**src/rtl/mantissa_divide_24bit_pkg.sv**
```systemverilog
// Shared definitions for the mantissa datapath: operand and quotient widths
// and the state encoding of the iterative divider.
package fpalu_pkg;

    localparam int MANT_W = 24;
    localparam int QUOT_W = MANT_W + 2;

    typedef enum logic [1:0] {
        IDLE,
        RUN,
        DONE
    } div_state_t;

endpackage

```
**src/rtl/mantissa_divide_24bit_if.sv**
```systemverilog
// Operand/result bundle of the mantissa divider. The master presents
// operands and consumes results; the slave is the divider itself.
interface mantissa_divide_24bit_if #(
    parameter int WIDTH = 24
);

    logic             valid_data_in;
    logic [WIDTH-1:0] dividend;
    logic [WIDTH-1:0] divisor;
    logic             ready;
    logic [WIDTH-1:0] out;
    logic             guard;
    logic             sticky;
    logic             exp_dec;
    logic             div_by_zero;
    logic             valid_data_out;

    modport master (
        output valid_data_in, dividend, divisor,
        input  ready, out, guard, sticky, exp_dec, div_by_zero, valid_data_out
    );

    modport slave (
        input  valid_data_in, dividend, divisor,
        output ready, out, guard, sticky, exp_dec, div_by_zero, valid_data_out
    );

endinterface

```
**src/rtl/mantissa_divide_24bit_step.sv**
```systemverilog
// One restoring-division iteration: compare, conditionally subtract, shift.
// Purely combinational so wider-radix variants can chain several copies.
module mantissa_div_step #(
    parameter int WIDTH = 24
) (
    input  logic [WIDTH+2:0] rem_i,
    input  logic [WIDTH-1:0] divisor_i,
    output logic [WIDTH+2:0] rem_o,
    output logic             q_bit_o
);

    logic [WIDTH+2:0] div_ext;
    logic [WIDTH+2:0] diff;

    assign div_ext = {3'b000, divisor_i};
    assign diff    = rem_i - div_ext;
    assign q_bit_o = (rem_i >= div_ext);

    // The remainder never reaches 2*divisor, so the top bit dropped by the shift is always 0.
    assign rem_o = q_bit_o ? {diff[WIDTH+1:0], 1'b0} : {rem_i[WIDTH+1:0], 1'b0};

endmodule

```
**src/rtl/mantissa_divide_24bit.sv**
```systemverilog
// Iterative radix-2 restoring divider for 1.23 mantissas, one quotient bit per
// cycle, producing a normalized quotient with guard/sticky and exponent-decrement flag.
module mantissa_divide_24bit
    import fpalu_pkg::*;
#(
    parameter int WIDTH = MANT_W,
    parameter int QBITS = WIDTH + 2
) (
    input  logic                    clk,
    input  logic                    rst,
    mantissa_divide_24bit_if.slave  bus
);

    localparam int REM_W = WIDTH + 3;
    localparam int CNT_W = $clog2(QBITS);
    localparam logic [CNT_W-1:0] CNT_LAST = CNT_W'(QBITS - 1);

    div_state_t       state_q;
    logic [WIDTH-1:0] divisor_q;
    logic [REM_W-1:0] rem_q;
    logic [QBITS-1:0] q_q;
    logic [CNT_W-1:0] cnt_q;
    logic             ready_q;
    logic [WIDTH-1:0] out_q;
    logic             guard_q;
    logic             sticky_q;
    logic             exp_dec_q;
    logic             dbz_q;
    logic             valid_out_q;

    logic [REM_W-1:0] rem_step;
    logic             q_bit;

    logic [WIDTH-1:0] out_d;
    logic             guard_d;
    logic             sticky_d;
    logic             exp_dec_d;
    logic             dbz_d;

    mantissa_div_step #(
        .WIDTH (WIDTH)
    ) u_step (
        .rem_i     (rem_q),
        .divisor_i (divisor_q),
        .rem_o     (rem_step),
        .q_bit_o   (q_bit)
    );

    // Quotient lies in (0.5, 2): a single conditional left shift normalizes it.
    always_comb begin
        out_d     = '0;
        guard_d   = 1'b0;
        sticky_d  = 1'b0;
        exp_dec_d = 1'b0;
        dbz_d     = 1'b0;
        if (divisor_q == '0) begin
            out_d = '1;
            dbz_d = 1'b1;
        end else if (q_q[QBITS-1]) begin
            out_d    = q_q[QBITS-1:2];
            guard_d  = q_q[1];
            sticky_d = q_q[0] | (|rem_q);
        end else begin
            out_d     = q_q[QBITS-2:1];
            guard_d   = q_q[0];
            sticky_d  = |rem_q;
            exp_dec_d = 1'b1;
        end
    end

    always_ff @(posedge clk) begin
        if (!rst) begin
            state_q     <= IDLE;
            divisor_q   <= '0;
            rem_q       <= '0;
            q_q         <= '0;
            cnt_q       <= '0;
            ready_q     <= 1'b1;
            out_q       <= '0;
            guard_q     <= 1'b0;
            sticky_q    <= 1'b0;
            exp_dec_q   <= 1'b0;
            dbz_q       <= 1'b0;
            valid_out_q <= 1'b0;
        end else begin
            valid_out_q <= 1'b0;
            case (state_q)
                IDLE: begin
                    if (bus.valid_data_in) begin
                        divisor_q <= bus.divisor;
                        rem_q     <= {3'b000, bus.dividend};
                        q_q       <= '0;
                        cnt_q     <= '0;
                        ready_q   <= 1'b0;
                        state_q   <= RUN;
                    end
                end
                RUN: begin
                    rem_q <= rem_step;
                    q_q   <= {q_q[QBITS-2:0], q_bit};
                    cnt_q <= cnt_q + 1'b1;
                    if (cnt_q == CNT_LAST) begin
                        state_q <= DONE;
                    end
                end
                DONE: begin
                    out_q       <= out_d;
                    guard_q     <= guard_d;
                    sticky_q    <= sticky_d;
                    exp_dec_q   <= exp_dec_d;
                    dbz_q       <= dbz_d;
                    valid_out_q <= 1'b1;
                    ready_q     <= 1'b1;
                    state_q     <= IDLE;
                end
                default: begin
                    ready_q <= 1'b1;
                    state_q <= IDLE;
                end
            endcase
        end
    end

    assign bus.ready          = ready_q;
    assign bus.out            = out_q;
    assign bus.guard          = guard_q;
    assign bus.sticky         = sticky_q;
    assign bus.exp_dec        = exp_dec_q;
    assign bus.div_by_zero    = dbz_q;
    assign bus.valid_data_out = valid_out_q;

endmodule

```
**src/flat_wrapper.sv**
```systemverilog
// flat-port wrapper written by rule: the top's interface ports become plain ports
module mantissa_divide_24bit_flat import fpalu_pkg::*;
#(
    parameter int WIDTH = MANT_W,
    parameter int QBITS = WIDTH + 2
)
  (clk, rst, bus_valid_data_in, bus_dividend, bus_divisor, bus_ready, bus_out, bus_guard, bus_sticky, bus_exp_dec, bus_div_by_zero, bus_valid_data_out);
  mantissa_divide_24bit_if #(.WIDTH(WIDTH)) bus_i ();
  input  logic clk;
  input  logic rst;
  input wire logic [$bits(bus_i.valid_data_in)-1:0] bus_valid_data_in;
  input wire logic [$bits(bus_i.dividend)-1:0] bus_dividend;
  input wire logic [$bits(bus_i.divisor)-1:0] bus_divisor;
  output wire logic [$bits(bus_i.ready)-1:0] bus_ready;
  output wire logic [$bits(bus_i.out)-1:0] bus_out;
  output wire logic [$bits(bus_i.guard)-1:0] bus_guard;
  output wire logic [$bits(bus_i.sticky)-1:0] bus_sticky;
  output wire logic [$bits(bus_i.exp_dec)-1:0] bus_exp_dec;
  output wire logic [$bits(bus_i.div_by_zero)-1:0] bus_div_by_zero;
  output wire logic [$bits(bus_i.valid_data_out)-1:0] bus_valid_data_out;
  assign bus_i.valid_data_in = bus_valid_data_in;
  assign bus_i.dividend = bus_dividend;
  assign bus_i.divisor = bus_divisor;
  assign bus_ready = bus_i.ready;
  assign bus_out = bus_i.out;
  assign bus_guard = bus_i.guard;
  assign bus_sticky = bus_i.sticky;
  assign bus_exp_dec = bus_i.exp_dec;
  assign bus_div_by_zero = bus_i.div_by_zero;
  assign bus_valid_data_out = bus_i.valid_data_out;
  mantissa_divide_24bit #(.WIDTH(WIDTH), .QBITS(QBITS)) u_core (.clk(clk), .rst(rst), .bus(bus_i));
endmodule
```
**config.mk**
```make
export PLATFORM = sky130hd
export DESIGN_NAME = mantissa_divide_24bit_flat
export DESIGN_NICKNAME = d
export VERILOG_FILES = /design/src/rtl/mantissa_divide_24bit_pkg.sv /design/src/rtl/mantissa_divide_24bit_if.sv /design/src/rtl/mantissa_divide_24bit_step.sv /design/src/rtl/mantissa_divide_24bit.sv /design/src/flat_wrapper.sv
export SDC_FILE = /design/constraint.sdc
export NUM_CORES = 1
export LEC_CHECK = 0
export ABC_AREA = 1
export ABC_CLOCK_PERIOD_IN_PS = 2300
export CAP_MARGIN = 20
export CORE_MARGIN = 1
export CORE_UTILIZATION = 58
export CTS_BUF_LIST = sky130_fd_sc_hd__clkbuf_2 sky130_fd_sc_hd__clkbuf_4 sky130_fd_sc_hd__clkbuf_8
export DETAILED_ROUTE_END_ITERATION = 6
export HOLD_SLACK_MARGIN = 0.12
export PLACE_DENSITY_LB_ADDON = 0.3
export REMOVE_ABC_BUFFERS = 1
export SYNTH_ARGS = -nofsm -noshare
export SYNTH_HDL_FRONTEND = slang
export SYNTH_SLANG_ARGS = --single-unit
```
**constraint.sdc**
```tcl
create_clock -name clk -period 2.3 [get_ports clk]
set_input_delay 0.46 -clock clk [delete_from_list [all_inputs] [get_ports clk]]
set_output_delay 0.46 -clock clk [all_outputs]
set_load 0.05 [all_outputs]
```
==> impl_results.html, run 1 <==
<table>
<tr><th>Metric</th><th>Value</th></tr>
<tr><th colspan="2">Job</th></tr>
<tr><td>Max Cap Viol</td><td>0</td></tr>
<tr><th colspan="2">Critical path</th></tr>
<tr><td>Worst-path fanout max</td><td>25</td></tr>
<tr><td>Crit start category</td><td>register</td></tr>
<tr><td>Endpoint kind of the worst setup timing path</td><td>register</td></tr>
<tr><td>Arrival @ worst endpoint</td><td>about 2.5 ns</td></tr>
<tr><td>WS Path Type</td><td>register to register</td></tr>
<tr><td>Data required time at the worst endpoint</td><td>2.65 ns</td></tr>
<tr><th colspan="2">Die</th></tr>
<tr><td>Total core area</td><td>roughly 11,000 um^2</td></tr>
<tr><td>Overall die height</td><td>approximately 110 um</td></tr>
<tr><td>Die footprint</td><td>approximately 12,000 um^2</td></tr>
<tr><td>IO Count</td><td>81</td></tr>
<tr><td>Die Span X</td><td>around 110 um</td></tr>
<tr><td># rows</td><td>39</td></tr>
<tr><td>Initial standard-cell utilization of the core</td><td>0.5993</td></tr>
<tr><th colspan="2">GRT</th></tr>
<tr><td>GRT overflow</td><td>0</td></tr>
<tr><td>Vias in the first global route</td><td>about 6,400</td></tr>
<tr><td>First-pass GRT wire length</td><td>between 30,000 and 40,000 um</td></tr>
<tr><td>Number of antenna violations at the first check in global routing</td><td>0</td></tr>
<tr><td>Maximum number of pins on one net before global-route repair</td><td>74</td></tr>
<tr><td>All-Layer GR Usage</td><td>0.3234</td></tr>
<tr><th colspan="2">STA</th></tr>
<tr><td>Final period demand of the worst path</td><td>~2.2 ns</td></tr>
<tr><td>Part of the cycle the worst path needs</td><td>0.9505</td></tr>
<tr><td>Actual transition at the worst max-transition pin</td><td>roughly 0.77 ns</td></tr>
<tr><td>Setup repair after global routing missed its margin</td><td>true</td></tr>
<tr><td>Relative max-transition margin</td><td>0.4840</td></tr>
<tr><td>Final setup violation count</td><td>0</td></tr>
<tr><td>Max-slew violation count</td><td>0</td></tr>
<tr><td>Hold Slack</td><td>0.3210 ns</td></tr>
<tr><td>Total negative slack for setup checks</td><td>0 ns</td></tr>
<tr><td>Worst clock skew</td><td>about 0.014 ns</td></tr>
<tr><td>Final Hold Fails</td><td>0</td></tr>
<tr><td>Timing-limited maximum frequency</td><td>457.4 MHz</td></tr>
<tr><th colspan="2">Route</th></tr>
<tr><td>Avg WL per Cell</td><td>about 15 um</td></tr>
<tr><td>Post-DR vias/cell</td><td>~5.6</td></tr>
<tr><td>Antenna-violating nets left</td><td>0</td></tr>
<tr><td>Total vias in the final route</td><td>~7,200</td></tr>
<tr><td>Overall routed net length</td><td>~20,000 um</td></tr>
<tr><td>TritonRoute pass-1 iters</td><td>6</td></tr>
<tr><td>DRC errors left</td><td>0</td></tr>
<tr><td>Detailed router's first-iteration violation count</td><td>around 690</td></tr>
<tr><th colspan="2">Finish</th></tr>
<tr><td>Area of all placed cells without fillers</td><td>8434 um^2</td></tr>
<tr><td>Most common cell after layout, fill and taps aside</td><td>sky130_fd_sc_hd__nand2_1</td></tr>
<tr><td>Proportion of layout cells with a drive suffix above 1</td><td>0.09186</td></tr>
<tr><td>Core occupancy in the finished layout</td><td>0.7355</td></tr>
<tr><td>Antenna diode count</td><td>0</td></tr>
<tr><td>Number of nets in the finished design</td><td>about 1,200</td></tr>
<tr><td>FF+latch area</td><td>2283 um^2</td></tr>
<tr><td>Area Growth Syn to Fin</td><td>22.72%</td></tr>
<tr><td>Filler cells</td><td>around 960</td></tr>
<tr><td>Number of standard cells in the final layout excluding fillers</td><td>1,286</td></tr>
<tr><td>Most frequent cells in the layout</td><td>sky130_fd_sc_hd__nand2_1 (265), sky130_fd_sc_hd__inv_1 (192), sky130_fd_sc_hd__dfxtp_1 (113)</td></tr>
<tr><td>Area occupied by multi-input gates</td><td>3751 um^2</td></tr>
<tr><th colspan="2">Clock tree</th></tr>
<tr><td>Clock sink total</td><td>between 100 and 150</td></tr>
<tr><td>Clock H-tree levels</td><td>4</td></tr>
<tr><td>Post-CTS Hold Buffers</td><td>0</td></tr>
<tr><td>CTS root buffer</td><td>sky130_fd_sc_hd__clkbuf_8</td></tr>
<tr><td>Bufs on Longest Clock Path</td><td>2</td></tr>
<tr><td>Number of buffers created by CTS</td><td>17</td></tr>
<tr><td>Clock Pin Slew Worst Setup and Hold Paths</td><td>about 0.07 ns</td></tr>
<tr><td>TritonCTS clock tree</td><td>built</td></tr>
<tr><td>Clk Latency, worst-skew pair</td><td>between 0.4 and 0.5 ns</td></tr>
<tr><th colspan="2">Logic synthesis</th></tr>
<tr><td>Number of warnings reported in the yosys synthesis log</td><td>0</td></tr>
<tr><td>Synth unique cells</td><td>42</td></tr>
<tr><td>Post-synth design cell area</td><td>roughly 6900 um^2</td></tr>
<tr><td>Count of state elements after synthesis</td><td>around 110</td></tr>
<tr><td>Syn Area/Cell</td><td>6.558 um^2</td></tr>
<tr><td>Seq/Total Area, Yosys</td><td>0.3321</td></tr>
<tr><td>Post-synthesis instance total</td><td>1,048</td></tr>
<tr><th colspan="2">Placed design</th></tr>
<tr><td>Cell total after placement</td><td>~1,300</td></tr>
<tr><td>Sum of net half-perimeters after detailed placement</td><td>roughly 14,000 um</td></tr>
<tr><td>Routability Congestion</td><td>1.030</td></tr>
<tr><td>Port bufs</td><td>80</td></tr>
<tr><td>Placed inst area</td><td>7904 um^2</td></tr>
<tr><th colspan="2">Outcome</th></tr>
<tr><td>Outcome</td><td>finished clean</td></tr>
<tr><th colspan="2">Power and ir drop</th></tr>
<tr><td>Leak Pwr</td><td>about 3.9 nW</td></tr>
<tr><td>Max VDD drop</td><td>0.7332 mV</td></tr>
<tr><td>Total power per unit cell area</td><td>815.4 nW/um^2</td></tr>
<tr><th colspan="2">Min path</th></tr>
<tr><td>Tightest Hold Check Type</td><td>input pin to register</td></tr>
</table>
## what timing repair did
item,CTS,global route
gates resized for setup,1,23
pin swaps,0,1
setup buffers,0,1
setup endpoints to repair,3,26
## flip-flops by register name, indices dropped and copies added (netlist names)
signal and count:
u_core.rem_q 27, u_core.q_q 26, u_core.bus.out 24, u_core.divisor_q 24
u_core.cnt_q 5, u_core.state_q 2, u_core.bus.div_by_zero 1, u_core.bus.exp_dec 1
u_core.bus.guard 1, u_core.bus.ready 1, u_core.bus.sticky 1, u_core.bus.valid_data_out 1
## worst max-delay path, cell delays in order, from the launching register on
cell,delay [ns]
sky130_fd_sc_hd__dfxtp_1,0.31
sky130_fd_sc_hd__inv_1,0.05
sky130_fd_sc_hd__ha_1,0.37
sky130_fd_sc_hd__nand2_1,0.15
sky130_fd_sc_hd__nor2_4,0.14
sky130_fd_sc_hd__inv_2,0.05
sky130_fd_sc_hd__nor3_4,0.18
sky130_fd_sc_hd__and2_4,0.20
sky130_fd_sc_hd__nand2_4,0.05
sky130_fd_sc_hd__nand3_4,0.09
sky130_fd_sc_hd__buf_12,0.17
sky130_fd_sc_hd__nand2_1,0.06
sky130_fd_sc_hd__o21ai_1,0.08
sky130_fd_sc_hd__nand2_1,0.07
sky130_fd_sc_hd__nand2_1,0.06
sky130_fd_sc_hd__inv_1,0.04
## power breakdown
group / switching (W) / leakage (nW) / total, W / internal (W)
logic: 0.00170 / 2.76 / 0.00270 / 0.00101
registers: 0.0000962 / 0.931 / 0.00218 / 0.00209
clock network: 0.000835 / 0.205 / 0.00199 / 0.00115
## cell usage after synthesis
| cell type | n | share of area |
|---|---|---|
| sky130_fd_sc_hd__nand2_1 | 269 | 0.15 |
| sky130_fd_sc_hd__inv_1 | 193 | 0.11 |
| sky130_fd_sc_hd__dfxtp_1 | 114 | 0.33 |
| sky130_fd_sc_hd__o21ai_0 | 84 | 0.061 |
| sky130_fd_sc_hd__a21oi_1 | 57 | 0.042 |
| sky130_fd_sc_hd__nand3_1 | 49 | 0.036 |
| sky130_fd_sc_hd__nor2_1 | 47 | 0.026 |
| sky130_fd_sc_hd__nand4_1 | 34 | 0.031 |
| sky130_fd_sc_hd__clkbuf_1 | 31 | 0.017 |
| sky130_fd_sc_hd__ha_1 | 26 | 0.047 |
| sky130_fd_sc_hd__o221ai_1 | 23 | 0.029 |
| sky130_fd_sc_hd__o32ai_1 | 21 | 0.027 |
| sky130_fd_sc_hd__nor3_1 | 15 | 0.011 |
| sky130_fd_sc_hd__buf_2 | 7 | 0.0051 |
| sky130_fd_sc_hd__xnor2_1 | 7 | 0.0089 |
| sky130_fd_sc_hd__nor2_2 | 6 | 0.0055 |
| sky130_fd_sc_hd__nor4_1 | 6 | 0.0055 |
| sky130_fd_sc_hd__o21ai_1 | 6 | 0.0044 |
| sky130_fd_sc_hd__a211oi_1 | 5 | 0.0055 |
| sky130_fd_sc_hd__buf_1 | 5 | 0.0027 |
| sky130_fd_sc_hd__nand3b_1 | 5 | 0.0055 |
| sky130_fd_sc_hd__o21a_1 | 5 | 0.0055 |
| sky130_fd_sc_hd__o22ai_1 | 5 | 0.0046 |
| sky130_fd_sc_hd__inv_2 | 4 | 0.0022 |
| sky130_fd_sc_hd__buf_6 | 3 | 0.0049 |
| sky130_fd_sc_hd__xor2_1 | 3 | 0.0038 |
| sky130_fd_sc_hd__clkinv_1 | 2 | 0.0011 |
| sky130_fd_sc_hd__nand2_2 | 2 | 0.0018 |
| sky130_fd_sc_hd__a2111oi_0 | 1 | 0.0013 |
| sky130_fd_sc_hd__a21oi_4 | 1 | 0.0024 |
| sky130_fd_sc_hd__and2_1 | 1 | 0.00091 |
| sky130_fd_sc_hd__and2_4 | 1 | 0.0013 |
| sky130_fd_sc_hd__fa_1 | 1 | 0.0029 |
| sky130_fd_sc_hd__nand2_4 | 1 | 0.0016 |
| sky130_fd_sc_hd__nand3_2 | 1 | 0.0015 |
| sky130_fd_sc_hd__nand3_4 | 1 | 0.0025 |
| sky130_fd_sc_hd__nor2_4 | 1 | 0.0016 |
| sky130_fd_sc_hd__nor3_4 | 1 | 0.0024 |
| sky130_fd_sc_hd__o211ai_1 | 1 | 0.0011 |
| sky130_fd_sc_hd__o21bai_1 | 1 | 0.0011 |
| sky130_fd_sc_hd__o31ai_1 | 1 | 0.0011 |
| sky130_fd_sc_hd__or2_2 | 1 | 0.00091 |
## layer usage
layer | global-route usage | routed length (um)
met1 | 0.4215 | 8689
met2 | 0.5159 | 8840
met3 | 0.05905 | 1387
met4 | 0.1556 | 712
met5 | 0 | 0
## per-stage QoR
| stage | total power [W] | worst slack, ns |
|---|---|---|
| 2_1_floorplan | 0.003946 | -0.6945 |
| 3_3_place_gp | 0.004743 | -0.008485 |
| 3_5_place_dp | 0.004772 | -0.08059 |
| 4_1_cts | 0.006743 | 0.08809 |
| 5_1_grt | 0.007288 | -0.005600 |
| 6_report | 0.006877 | 0.1139 |
## cell families (layout without fill, tap and decap cells)
logic type / after synthesis / after routing / synth area share
and+or+nand+nor: 441 / 441 / 0.2811
buffers and inverters: 245 / 340 / 0.1384
AOI/OAI and AO/OA: 211 / 211 / 0.1855
DFF: 114 / 114 / 0.3321
adders and majority gates: 27 / 27 / 0.05025
xor gates and xnor gates: 10 / 10 / 0.01274
## area by class of cell
type	count	area share
clock buffers	22	0.03367
clock inverters	9	0.01558
inverters	199	0.08856
multi-input cells	689	0.4447
flip-flops and latches	114	0.2707
well taps	143	0.02121
repair buffers	110	0.1255
## worst paths after layout
check / startpoint / to / slack (ns) / depth (start not counted)
setup / recovery: u_core.divisor_q[20] / u_core.rem_q[3] / 0.11 / 15
hold / removal: rst / u_core.bus.ready / 0.32 / 4
setup reg to reg: u_core.divisor_q[20] / u_core.rem_q[3] / 0.11 / 15
hold reg to reg: u_core.bus.sticky / u_core.bus.sticky / 0.47 / 2
Power figures use the tool's default switching activity.
==> run 2, diff against run 1 <==
--- a/config.mk
+++ b/config.mk
@@ -12,7 +12,7 @@
 export CORE_UTILIZATION = 58
 export CTS_BUF_LIST = sky130_fd_sc_hd__clkbuf_2 sky130_fd_sc_hd__clkbuf_4 sky130_fd_sc_hd__clkbuf_8
 export DETAILED_ROUTE_END_ITERATION = 6
-export HOLD_SLACK_MARGIN = 0.12
+export HOLD_SLACK_MARGIN = 0.15
 export PLACE_DENSITY_LB_ADDON = 0.3
 export REMOVE_ABC_BUFFERS = 1
 export SYNTH_ARGS = -nofsm -noshare
==> results of run 2 <==
No change in the layout: final DEF, timing and power equal those of run 1.
==> run 3, diff against run 2 <==
--- a/config.mk
+++ b/config.mk
@@ -6,11 +6,11 @@
 export NUM_CORES = 1
 export LEC_CHECK = 0
 export ABC_AREA = 1
-export ABC_CLOCK_PERIOD_IN_PS = 2300
 export CAP_MARGIN = 20
 export CORE_MARGIN = 1
-export CORE_UTILIZATION = 58
+export CORE_UTILIZATION = 60
 export CTS_BUF_LIST = sky130_fd_sc_hd__clkbuf_2 sky130_fd_sc_hd__clkbuf_4 sky130_fd_sc_hd__clkbuf_8
+export CTS_CLUSTER_SIZE = 10
 export DETAILED_ROUTE_END_ITERATION = 6
 export HOLD_SLACK_MARGIN = 0.15
 export PLACE_DENSITY_LB_ADDON = 0.3
==> constraint.sdc (replaced) <==
create_clock -name clk -period 2.8 [get_ports clk]
set_input_delay 0.56 -clock clk [delete_from_list [all_inputs] [get_ports clk]]
set_output_delay 0.56 -clock clk [all_outputs]
set_load 0.05 [all_outputs]
==> impl_results.html, run 3 (synthesized netlist as in run 1, its figures left out) <==
<table>
<tr><th>Metric</th><th>Value</th></tr>
<tr><th colspan="2">Outcome</th></tr>
<tr><td>Outcome</td><td>finished clean</td></tr>
<tr><th colspan="2">Placed design</th></tr>
<tr><td>Port bufs</td><td>80</td></tr>
<tr><td>Sum of net half-perimeters after detailed placement</td><td>~13,000 um</td></tr>
<tr><td>Setup slack after placement</td><td>approximately 0.24 ns</td></tr>
<tr><td>Routability Congestion</td><td>around 0.95</td></tr>
<tr><td>Placed inst area</td><td>between 7000 and 8000 um^2</td></tr>
<tr><th colspan="2">STA</th></tr>
<tr><td>Actual transition at the worst max-transition pin</td><td>0.7707 ns</td></tr>
<tr><td>Max-slew violation count</td><td>0</td></tr>
<tr><td>Final Hold Fails</td><td>0</td></tr>
<tr><td>Worst clock skew</td><td>0.009095 ns</td></tr>
<tr><td>Timing-limited maximum frequency</td><td>around 420 MHz</td></tr>
<tr><td>Hold Slack</td><td>~0.47 ns</td></tr>
<tr><td>Final setup violation count</td><td>0</td></tr>
<tr><td>Relative max-transition margin</td><td>0.4850</td></tr>
<tr><td>Final period demand of the worst path</td><td>~2.4 ns</td></tr>
<tr><td>Setup repair after global routing missed its margin</td><td>false</td></tr>
<tr><td>Part of the cycle the worst path needs</td><td>0.8516</td></tr>
<tr><td>Setup slack of the critical path after layout</td><td>a little over 0.4 ns</td></tr>
<tr><th colspan="2">Clock tree</th></tr>
<tr><td>Clock H-tree levels</td><td>4</td></tr>
<tr><td>Post-cts gate resize count</td><td>0</td></tr>
<tr><td>Number of buffers inserted to repair setup after CTS</td><td>0</td></tr>
<tr><td>Clock Pin Slew Worst Setup and Hold Paths</td><td>about 0.070 ns</td></tr>
<tr><td>Post-CTS Hold Buffers</td><td>0</td></tr>
<tr><td>Clock sink total</td><td>roughly 110</td></tr>
<tr><td>CTS root buffer</td><td>sky130_fd_sc_hd__clkbuf_8</td></tr>
<tr><td>Bufs on Longest Clock Path</td><td>2</td></tr>
<tr><td>TritonCTS clock tree</td><td>built</td></tr>
<tr><td>Number of buffers created by CTS</td><td>17</td></tr>
<tr><td>Clk Latency, worst-skew pair</td><td>0.46 ns</td></tr>
<tr><th colspan="2">Critical path</th></tr>
<tr><td>Worst-path fanout max</td><td>4</td></tr>
<tr><td>Crit start category</td><td>register</td></tr>
<tr><td>WS Path Type</td><td>register to register</td></tr>
<tr><td>Arrival @ worst endpoint</td><td>2.77 ns</td></tr>
<tr><td>Data required time at the worst endpoint</td><td>~3.2 ns</td></tr>
<tr><td>Endpoint kind of the worst setup timing path</td><td>register</td></tr>
<tr><th colspan="2">GRT</th></tr>
<tr><td>Number of antenna violations at the first check in global routing</td><td>0</td></tr>
<tr><td>Vias in the first global route</td><td>6,434</td></tr>
<tr><td>First-pass GRT wire length</td><td>30,550 um</td></tr>
<tr><td>Maximum number of pins on one net before global-route repair</td><td>74</td></tr>
<tr><td>GRT overflow</td><td>0</td></tr>
<tr><td>All-Layer GR Usage</td><td>0.3325</td></tr>
<tr><th colspan="2">Power and ir drop</th></tr>
<tr><td>Leak Pwr</td><td>~3.8 nW</td></tr>
<tr><td>Total power per unit cell area</td><td>around 680 nW/um^2</td></tr>
<tr><td>Max VDD drop</td><td>roughly 0.54 mV</td></tr>
<tr><td>Overall power</td><td>around 0.0056 W</td></tr>
<tr><th colspan="2">Die</th></tr>
<tr><td>Overall die height</td><td>between 100 and 150 um</td></tr>
<tr><td>Total core area</td><td>about 11,000 um^2</td></tr>
<tr><td># rows</td><td>38</td></tr>
<tr><td>Die Span X</td><td>109.0 um</td></tr>
<tr><td>Die footprint</td><td>11,890 um^2</td></tr>
<tr><td>Initial standard-cell utilization of the core</td><td>0.6258</td></tr>
<tr><td>IO Count</td><td>a little over 80</td></tr>
<tr><th colspan="2">Finish</th></tr>
<tr><td>Largest registers</td><td>u_core.rem_q: 27 flops, u_core.q_q: 26 flops</td></tr>
<tr><td>Antenna diode count</td><td>0</td></tr>
<tr><td>Area Growth Syn to Fin</td><td>19.63%</td></tr>
<tr><td>Number of nets in the finished design</td><td>approximately 1,200</td></tr>
<tr><td>Register containing the most flip-flops in the final layout</td><td>u_core.rem_q</td></tr>
<tr><td>Most common cell after layout, fill and taps aside</td><td>sky130_fd_sc_hd__nand2_1</td></tr>
<tr><td>Filler cells</td><td>906</td></tr>
<tr><td>Flip-flop count of the largest register after layout</td><td>27</td></tr>
<tr><td>Area of all placed cells without fillers</td><td>between 8000 and 9000 um^2</td></tr>
<tr><td>Core occupancy in the finished layout</td><td>0.7486</td></tr>
<tr><td>Most frequent cells in the layout</td><td>sky130_fd_sc_hd__nand2_1 (268), sky130_fd_sc_hd__inv_1 (193), sky130_fd_sc_hd__dfxtp_1 (114)</td></tr>
<tr><td>Proportion of layout cells with a drive suffix above 1</td><td>0.06034</td></tr>
<tr><th colspan="2">Route</th></tr>
<tr><td>Avg WL per Cell</td><td>14.80 um</td></tr>
<tr><td>Antenna-violating nets left</td><td>0</td></tr>
<tr><td>Detailed router's first-iteration violation count</td><td>between 500 and 600</td></tr>
<tr><td>Post-DR vias/cell</td><td>5.564</td></tr>
<tr><td>Overall routed net length</td><td>approximately 19,000 um</td></tr>
<tr><td>TritonRoute pass-1 iters</td><td>6</td></tr>
<tr><td>DRC errors left</td><td>0</td></tr>
<tr><td>Total vias in the final route</td><td>~7,000</td></tr>
<tr><th colspan="2">Job</th></tr>
<tr><td>Max Cap Viol</td><td>0</td></tr>
<tr><th colspan="2">Min path</th></tr>
<tr><td>Tightest Hold Check Type</td><td>register to register</td></tr>
</table>
[run 3: through the flow]
stage / cells / setup TNS, ns
2_1_floorplan: 1002 / -10.27
3_3_place_gp: 1236 / 0
3_5_place_dp: 1236 / 0
4_1_cts: 1267 / 0
5_1_grt: 1267 / 0
6_report: 1267 / 0
[run 3: final cells by class]
type                       instances  area [um^2]  area share
multi-input combinational        689         3645      0.4433
sequential                       114         2282      0.2776
timing repair buffer              94        913.4      0.1111
inverter                         199        747.0     0.09085
clock buffer                      23        310.3     0.03774
tap                              140        175.2     0.02131
clock inverter                     8        148.9     0.01811
[run 3: report_power, final]
group          total, W  internal (W)  switching [W]
sequential      0.00179       0.00171      0.0000778
combinational   0.00201      0.000702        0.00131
clock           0.00179       0.00109       0.000694
total           0.00559       0.00351        0.00208
[run 3: path summary, 6_finish.rpt]
| path | start | to | slack (ns) | cells after the start |
|---|---|---|---|---|
| worst max register to register | u_core.rem_q[0] | u_core.rem_q[17] | 0.42 | 14 |
| worst min register to register | u_core.bus.guard | u_core.bus.guard | 0.47 | 2 |
| worst min-delay path | u_core.bus.guard | u_core.bus.guard | 0.47 | 2 |
| worst max-delay path | u_core.rem_q[0] | u_core.rem_q[17] | 0.42 | 14 |
[run 3: worst max-delay path: stages, from the launching register on]
cell,delay [ns]
sky130_fd_sc_hd__dfxtp_1,0.31
sky130_fd_sc_hd__inv_1,0.07
sky130_fd_sc_hd__ha_1,0.19
sky130_fd_sc_hd__inv_1,0.13
sky130_fd_sc_hd__fa_1,0.29
sky130_fd_sc_hd__nand3_1,0.10
sky130_fd_sc_hd__inv_1,0.06
sky130_fd_sc_hd__nor2_1,0.04
sky130_fd_sc_hd__o21ai_1,0.44
sky130_fd_sc_hd__nand2_1,0.14
sky130_fd_sc_hd__nand3b_1,0.12
sky130_fd_sc_hd__nand2_1,0.06
sky130_fd_sc_hd__nand2_1,0.07
sky130_fd_sc_hd__nand3_1,0.12
sky130_fd_sc_hd__a21oi_1,0.18
[run 3: routing by layer]
metal	vias to the layer above	share of wire	global-route usage
met2	272	0.46	0.5368
met5	-	0	0
met4	0	0.032	0.1602
li1	3566	-	-
met3	50	0.066	0.07651
met1	3161	0.44	0.4163
==> variant, RTL diff (settings of run 3) <==
Change the package constant `MANT_W` from 24 to 48.
--- a/src/rtl/mantissa_divide_24bit_pkg.sv
+++ b/src/rtl/mantissa_divide_24bit_pkg.sv
@@ -4,3 +4,3 @@
 
-    localparam int MANT_W = 24;
+    localparam int MANT_W = 48;
     localparam int QUOT_W = MANT_W + 2;
Interface: changed (resized bus_dividend, bus_divisor and bus_out); port bits go from 81 to 153. No check against the original RTL was run, so the function may have changed too.
==> variant against run 3 <==
  * Via count is 110% higher
  * Sequential cell count is 97 higher
  * Wire length is 140% higher
  * Power is 96% higher
  * Synthesized area is 100% higher
  * Critical path type unchanged
  * Design area is 98% higher
  * Largest power group unchanged
  * Worst setup slack worse by 0.19 ns
  * Largest cell class unchanged
  * Critical path depth is 6 lower
  * Critical endpoint is now u_core.bus.out[12]
==> variant: results (changes against run 3) <==
status=finished, final reports clean; top cells by area, synth=dfxtp_1 31%, nand2_1 18%, inv_1 12%, o21ai_0 5.2%, ha_1 4.5%; CTS Buf Count=36 (+19); Hold Path Cell Cnt=3 (+1); worst hold margin=0.371 ns (-0.0962 ns); post-synthesis adder-cell area fraction=4.68% (-0.34 points); CTS Buffer Depth=3 (+1); first-pass GRT wire length=71600 µm (+130%); GRT Util Overall=37.9% (+4.6 points); nets@finish=2491 (+110%); CP max FO=51 (+47); Setup Skew=0.0391 ns (+0.0300 ns); FMAX=0.388 GHz (-7.5%); reg2reg end=u_core.bus.out[12]; met1 Use GR=46.2% (+4.6 points); Final HPWL DP=32700 µm (+150%); Vias/cell=5.64 (+1.3%); Post-Place Worst Slack=0.308 ns (+0.0688 ns); sequential fraction of the synthesis area=30.6% (-2.6 points); CP startpoint=u_core.divisor_q[5]; DRT iter0 DRCs=1426 (+150%); grt met2 use=64.6% (+11 points); clock latency on the worst-skew pair=0.56 ns (+0.10 ns); DR WL/cell=17.1 µm (+16%); Post-Syn Instances=2225 (+110%); WP data arrival=3.06 ns (+0.29 ns); part of the power in registers=30.4% (-1.7 points); Placed Area=0.0155 mm² (+100%); share of cells above drive strength 1=5.80% (-0.24 points)
variant: cell count changes in the layout (fill, tap and decap cells not counted), sizes merged, moves of 47 or more:
| cell | run 3 | this run |
|---|---|---|
| nand2 | 272 | 672 |
| inv | 197 | 442 |
| dfxtp | 114 | 211 |
| clkdlybuf4s50 | 79 | 151 |
| o21ai | 90 | 155 |
| a21oi | 58 | 114 |
| nor2 | 54 | 104 |
| o211ai | 1 | 48 |
variant: metal layers:
layer  vias up  wire length (µm)
met2       655             21200
li1       7334                 -
met1      6790             18700
met3       149              3200
met4         0              2220
met5         -                 0
variant: cell type report:
type                       count  area (µm²)  area share, %
clock buffer                  54         674           4.14
multi-input combinational   1470        7470           45.9
tap                          285         357           2.19
clock inverter                 7        72.6          0.446
sequential                   211        4220           25.9
inverter                     441        1660           10.2
timing repair buffer         181        1820           11.2
